$ cat config.mk
export PLATFORM = sky130hd
export DESIGN_NAME = stopwatch_mux_n
export DESIGN_NICKNAME = d
export VERILOG_FILES = /design/src/rtl/stopwatch_mux_n.sv
export SDC_FILE = /design/constraint.sdc
export NUM_CORES = 1
export LEC_CHECK = 0
export ABC_AREA = 1
export BUFFER_PORTS_ARGS = -buffer_cell sky130_fd_sc_hd__buf_4
export CORE_MARGIN = 2
export CORE_UTILIZATION = 64
export DETAILED_ROUTE_END_ITERATION = 10
export PLACE_DENSITY = 0.91
export SKIP_CTS_REPAIR_TIMING = 1
export SYNTH_ARGS = -nofsm -noshare
export SYNTH_HDL_FRONTEND = slang
export SYNTH_SLANG_ARGS = --single-unit
$ cat constraint.sdc
create_clock -name clk_in -period 4 [get_ports clk_in]
set_clock_uncertainty 0.2 [all_clocks]
set_input_delay 0.6 -clock clk_in [delete_from_list [all_inputs] [get_ports clk_in]]
set_output_delay 0.6 -clock clk_in [all_outputs]
set_load 0.03 [all_outputs]
$ cat src/rtl/stopwatch_mux_n.sv
// stopwatch_mux_n: BCD stopwatch/countdown timer with a multiplexed active-low 7-segment driver.
//
// Ports:
//   clk_in      system clock (5 MHz nominal)
//   reset_n     asynchronous active-low reset
//   start/stop/clear/lap/load   single-cycle control pulses (clear > load > stop > start)
//   dir_down    0 = count up, 1 = count down; latched on every entry to RUN
//   load_val    BCD preset, digit 0 (tenths) in [3:0]; out-of-range digits saturate
//   count_bcd   live BCD count, digit order tenths, s, 10s, min, 10min, hr, 10hr
//   seg, dp, an active-low segments {a..g}, decimal point and one-hot digit enable
//   running     high in RUN
//   done        high in DONE
//
// Optional build macro STOPWATCH_BLANK_EN enables leading-zero suppression on digits >= 2.
module stopwatch_mux_n #(
    parameter int DIGITS   = 4,
    parameter int TICK_DIV = 500000,
    parameter int SCAN_DIV = 2500
) (
    input  logic                  clk_in,
    input  logic                  reset_n,
    input  logic                  start,
    input  logic                  stop,
    input  logic                  clear,
    input  logic                  lap,
    input  logic                  dir_down,
    input  logic                  load,
    input  logic [4*DIGITS-1:0]   load_val,
    output logic [4*DIGITS-1:0]   count_bcd,
    output logic [6:0]            seg,
    output logic                  dp,
    output logic [7:0]            an,
    output logic                  running,
    output logic                  done
);
    localparam int PW = $clog2(TICK_DIV);
    localparam int SW = $clog2(SCAN_DIV);
    localparam logic [PW-1:0] P_MAX = PW'(TICK_DIV - 1);
    localparam logic [SW-1:0] S_MAX = SW'(SCAN_DIV - 1);
    localparam logic [2:0]    I_MAX = 3'(DIGITS - 1);

    typedef enum logic [1:0] {IDLE, RUN, PAUSE, DONE} state_t;

    state_t              state, state_nx;
    logic [PW-1:0]       presc;
    logic [SW-1:0]       scan_cnt;
    logic [2:0]          idx;
    logic                dir_latch, freeze;
    logic [4*DIGITS-1:0] disp_reg, shown, cnt_inc, cnt_dec, load_sat, count_nx;
    logic                tick, is_zero, load_ok, enter_run, carry, borrow, all_zero;
    logic [3:0]          d, digit;
    logic [7:0]          blank;
    logic [6:0]          seg_nx;
    logic                dp_nx;

    // Largest legal value of digit i: tens-of-seconds and tens-of-minutes are base 6.
    function automatic logic [3:0] rmax(input int i);
        return (i == 2 || i == 4) ? 4'd5 : 4'd9;
    endfunction

    function automatic logic [6:0] dec7(input logic [3:0] v);
        case (v)
            4'd0:    return 7'b0000001;
            4'd1:    return 7'b1001111;
            4'd2:    return 7'b0010010;
            4'd3:    return 7'b0000110;
            4'd4:    return 7'b1001100;
            4'd5:    return 7'b0100100;
            4'd6:    return 7'b0100000;
            4'd7:    return 7'b0001111;
            4'd8:    return 7'b0000000;
            4'd9:    return 7'b0000100;
            default: return 7'b1111111;
        endcase
    endfunction

    assign running = (state == RUN);
    assign done    = (state == DONE);
    assign is_zero = (count_bcd == '0);
    assign tick    = (state == RUN) && (presc == P_MAX);
    assign load_ok = load && (state == IDLE || state == PAUSE);
    assign shown   = freeze ? disp_reg : count_bcd;

    // Single-cycle ripple increment/decrement plus preset saturation, one digit at a time.
    always_comb begin
        cnt_inc  = count_bcd;
        cnt_dec  = count_bcd;
        load_sat = load_val;
        carry    = 1'b1;
        borrow   = 1'b1;
        d        = '0;
        for (int i = 0; i < DIGITS; i++) begin
            d = count_bcd[4*i +: 4];
            if (carry) begin
                cnt_inc[4*i +: 4] = (d >= rmax(i)) ? 4'd0 : d + 4'd1;
                carry = (d >= rmax(i));
            end
            if (borrow) begin
                cnt_dec[4*i +: 4] = (d == 4'd0) ? rmax(i) : d - 4'd1;
                borrow = (d == 4'd0);
            end
            load_sat[4*i +: 4] = (load_val[4*i +: 4] > rmax(i)) ? rmax(i) : load_val[4*i +: 4];
        end
    end

    // A counting-down RUN that has reached zero moves to DONE on the following edge;
    // resuming from PAUSE at zero in down mode skips RUN entirely.
    always_comb begin
        state_nx  = state;
        enter_run = 1'b0;
        if (clear)
            state_nx = IDLE;
        else if (load_ok)
            state_nx = state;
        else if (stop)
            state_nx = (state == RUN) ? PAUSE : state;
        else if (state == RUN && dir_latch && is_zero)
            state_nx = DONE;
        else if (start && state == IDLE) begin
            state_nx  = RUN;
            enter_run = 1'b1;
        end else if (start && state == PAUSE) begin
            state_nx  = (dir_down && is_zero) ? DONE : RUN;
            enter_run = !(dir_down && is_zero);
        end
    end

    assign count_nx = clear ? '0 : load_ok ? load_sat : tick ? (dir_latch ? cnt_dec : cnt_inc) : count_bcd;

    always_ff @(posedge clk_in or negedge reset_n)
        if (!reset_n) begin
            state     <= IDLE;
            count_bcd <= '0;
            presc     <= '0;
            dir_latch <= 1'b0;
            freeze    <= 1'b0;
            disp_reg  <= '0;
        end else begin
            state     <= state_nx;
            count_bcd <= count_nx;
            presc     <= enter_run ? '0 : (state == RUN) ? ((presc == P_MAX) ? '0 : presc + 1'b1) : presc;
            dir_latch <= enter_run ? dir_down : dir_latch;
            freeze    <= clear ? 1'b0 : lap ? !freeze : freeze;
            disp_reg  <= (lap && !freeze && !clear) ? count_bcd : disp_reg;
        end

    // Leading-zero mask: digit i is blank when it and every higher digit are zero.
    always_comb begin
        blank    = '0;
        all_zero = 1'b1;
`ifdef STOPWATCH_BLANK_EN
        for (int i = DIGITS - 1; i >= 2; i--) begin
            all_zero = all_zero && (shown[4*i +: 4] == 4'd0);
            blank[i] = all_zero;
        end
`endif
    end

    always_comb begin
        digit = '0;
        for (int i = 0; i < DIGITS; i++)
            if (idx == 3'(i))
                digit = shown[4*i +: 4];
        seg_nx = (blank[idx] || !all_zero && 1'b0) ? 7'b1111111 : dec7(digit);
        dp_nx  = blank[idx] ? 1'b1 : !(idx == 3'd1 || idx == 3'd3);
    end

    // an, seg and dp are registered together so they stay aligned one cycle behind idx.
    always_ff @(posedge clk_in or negedge reset_n)
        if (!reset_n) begin
            scan_cnt <= '0;
            idx      <= '0;
            an       <= 8'hFF;
            seg      <= 7'b1111111;
            dp       <= 1'b1;
        end else begin
            scan_cnt <= (scan_cnt == S_MAX) ? '0 : scan_cnt + 1'b1;
            idx      <= (scan_cnt != S_MAX) ? idx : (idx == I_MAX) ? 3'd0 : idx + 3'd1;
            an       <= ~(8'd1 << idx);
            seg      <= seg_nx;
            dp       <= dp_nx;
        end
endmodule

==> metrics.cfg <==
[status]
status = complete, no violations

[clocking]
cts_sinks = 86
cts_tree = yes
root_buffer = clkbuf_8
cts-buffers-inserted = 9
clock_latency_ns = 0.36
clkSlewWorstSetupHoldPaths_ns = 0.09
cts_buffer_depth = 2
cts_htree_levels = 3

[critical_path]
path_class = reg -> reg
worstPathMaxFanout = 19
cp.arrival_ns = 2.69
path_cells = nor2_1 > clkinv_1 > nor2_1 > nand2_1 > a21oi_1 > nand2_1 > o21ai_0
crit_path_end_kind = flip-flop
crit_path_max_incr_delay_ns = 0.62
required_ns = 4.09
slowest_stage = clkinv_1
start_kind = flip-flop

[synth]
synth-main-ff-cell = dfrtp_1
yosys_warnings = 0
async_reset_ff_frac = 1.00
avgSynthCellArea_sq_um = 7.39
synthesis.area_sq_um = 5350
yosys.area_share.simple = 0.290
synth_seq_cells = 86
synth_cells = 724
synth_top_family_by_area = simple AND/OR/NAND/NOR gates
synthDistinctLibCells = 40
synthXorXnorAreaFrac = 0.0262
synth_fa_ha_area_frac = 0.0561
muxShareOfSynthArea = 0
synth_area_leaders = dfrtp_1, nand2_1, dfstp_2
synth_edf_count = 0
synth_compound_area_frac = 0.138
synth_top_area_frac = 0.327
synth_top_cell_by_area = dfrtp_1
ys_seq_area_frac = 0.406
syn_nets = 772

[layout]
nets = 825
area_growth_pct = 12.7
final_cell_area_sq_um = 6030
diodes = 0
drive_gt1_frac = 0.176
stdcell_count = 887
largest_register_ffs = 19
nFillCells = 614

[floorplanning]
num_rows = 33
die_area_sq_um = 9100
fp.dieW_um = 95.4
pin_count = 58
coreArea_sq_um = 8180
floorplan.initialDensity = 0.654
die_h_um = 95.4

[sta]
timing.fmax_mhz = 384
holdWs_ns = 0.216
finalSetupViolations = 0
worst_pin_slew_ns = 1.07
finalHoldViolCount = 0
tns_ns = 0
period_share = 0.651
rsz0062_at_grt = false
fin_crit_ns = 2.61
slew_violations = 0
relSlewSlack = 0.288

[global_route]
grt_max_degree = 87
grt_pass1_vias = 4564
grt_antenna_before_repair = 0
grt_usage = 0.282
grt_pass1_wl_um = 20300
gr-total-overflow = 0

[drt]
ant_nets = 0
wl_per_cell_um = 13.8
wirelength_um = 12300
first_iter_violations = 387
dr_total_vias = 5051
dr.pass1.iters = 5
avgViaCountPerCell = 5.69
route.detailed.drc = 0

[hold_path]
hold_path_class = in -> async

[power_and_ir_drop]
powerDensity_nw_per_um2 = 505
peakVddDrop_mv = 0.326
p_leak_nw = 3.00
power_mw = 3.05

[place]
dp_hpwl_um = 8910
place_inst = 871
io_buffers = 57
place_congestion = 0.968
dpl-instance-area_sq_um = 5820

[run]
cap_violations = 0

## kinds of logic (layout without fill, tap and decap cells)
group,count (synthesis),in the layout
xor+xnor,16,16
simple gates,355,355
compound gates,131,131
buf+inv,112,170
fa+ha+maj,24,24
flops,86,86
## worst max-delay path, delay by kind of cell, from the launching register on
family / cells / cell delay, ns
AND/OR/NAND/NOR: 4 / 1.02
AO/OA/AOI/OAI: 2 / 0.29
buffers and inverters: 1 / 0.62
flip-flops: 1 / 0.41
## layout make-up
class	count	area, sq um	area share
Timing Repair Buffer	57	428	0.0710
Clock inverter	6	68.8	0.0114
Sequential cell	86	2170	0.360
Clock buffer	10	138	0.0228
Multi-Input combinational cell	526	2730	0.452
Tap cell	105	131	0.0218
Inverter	97	364	0.0604
## routing by layer
layer / up-vias / routed length [um] / track usage
met1: 2336 / 5340 / 0.376
li1: 2459 / - / -
met4: 0 / 330 / 0.114
met3: 29 / 865 / 0.0435
met2: 227 / 5740 / 0.462
met5: - / 0 / 0
## where the power goes
group	switching [mW]	internal [mW]	leakage [nW]
Sequential	0.195	1.06	1.08
Combinational	0.748	0.403	1.81
Clock	0.336	0.310	0.103
Total	1.28	1.77	3.00
## cells in the final DEF (no fill, tap or decap), types with 3 or more instances in the layout
master | netlist | routed
a21oi_1 | 27 | 27
a21oi_2 | 3 | 3
buf_4 | 0 | 57
clkbuf_8 | 0 | 10
dfrtp_1 | 70 | 70
dfstp_2 | 16 | 16
ha_1 | 24 | 24
inv_1 | 78 | 78
inv_2 | 17 | 17
nand2_1 | 194 | 194
nand2_2 | 12 | 12
nand3_1 | 56 | 56
nand3b_1 | 4 | 4
nand4_1 | 12 | 12
nor2_1 | 52 | 52
nor2_2 | 7 | 7
nor3_1 | 8 | 8
nor4_1 | 3 | 3
o211ai_1 | 6 | 6
o21ai_0 | 53 | 53
o21ai_1 | 28 | 28
xor2_1 | 14 | 14
## final timing paths
path | start | end | slack, ns | cells after the start
max reg2reg | state[0] | count_bcd[6] | 1.39 | 7
min reg2reg | scan_cnt[0] | scan_cnt[0] | 0.28 | 1
min in group clk_in | scan_cnt[0] | scan_cnt[0] | 0.28 | 1
max | state[0] | count_bcd[6] | 1.39 | 7
max in group asynchronous | reset_n | presc[8] | 2.68 | 1
min | reset_n | scan_cnt[8] | 0.22 | 1
## stage by stage
stage,utilization,setup WS [ns]
CTS,0.738,1.42
global route,0.738,1.13
global placement,0.712,1.36
finish,0.738,1.39
floorplan,-,1.84
detailed placement,0.712,1.19
## Yosys cell counts, drive strengths merged, types with 2 or more instances
library cell	number
a21oi	31
buf	7
xor2	14
xnor2	2
clkinv	2
nand2	207
nor2	61
a211oi	2
nand3	56
nor4	3
dfstp	16
o21a	2
or2	2
nand3b	4
nor3	10
o21ai	82
dfrtp	70
nand4	12
clkbuf	8
o211ai	6
o22ai	2
inv	95
ha	24
No activity file was read; power rests on OpenSTA's default activity.
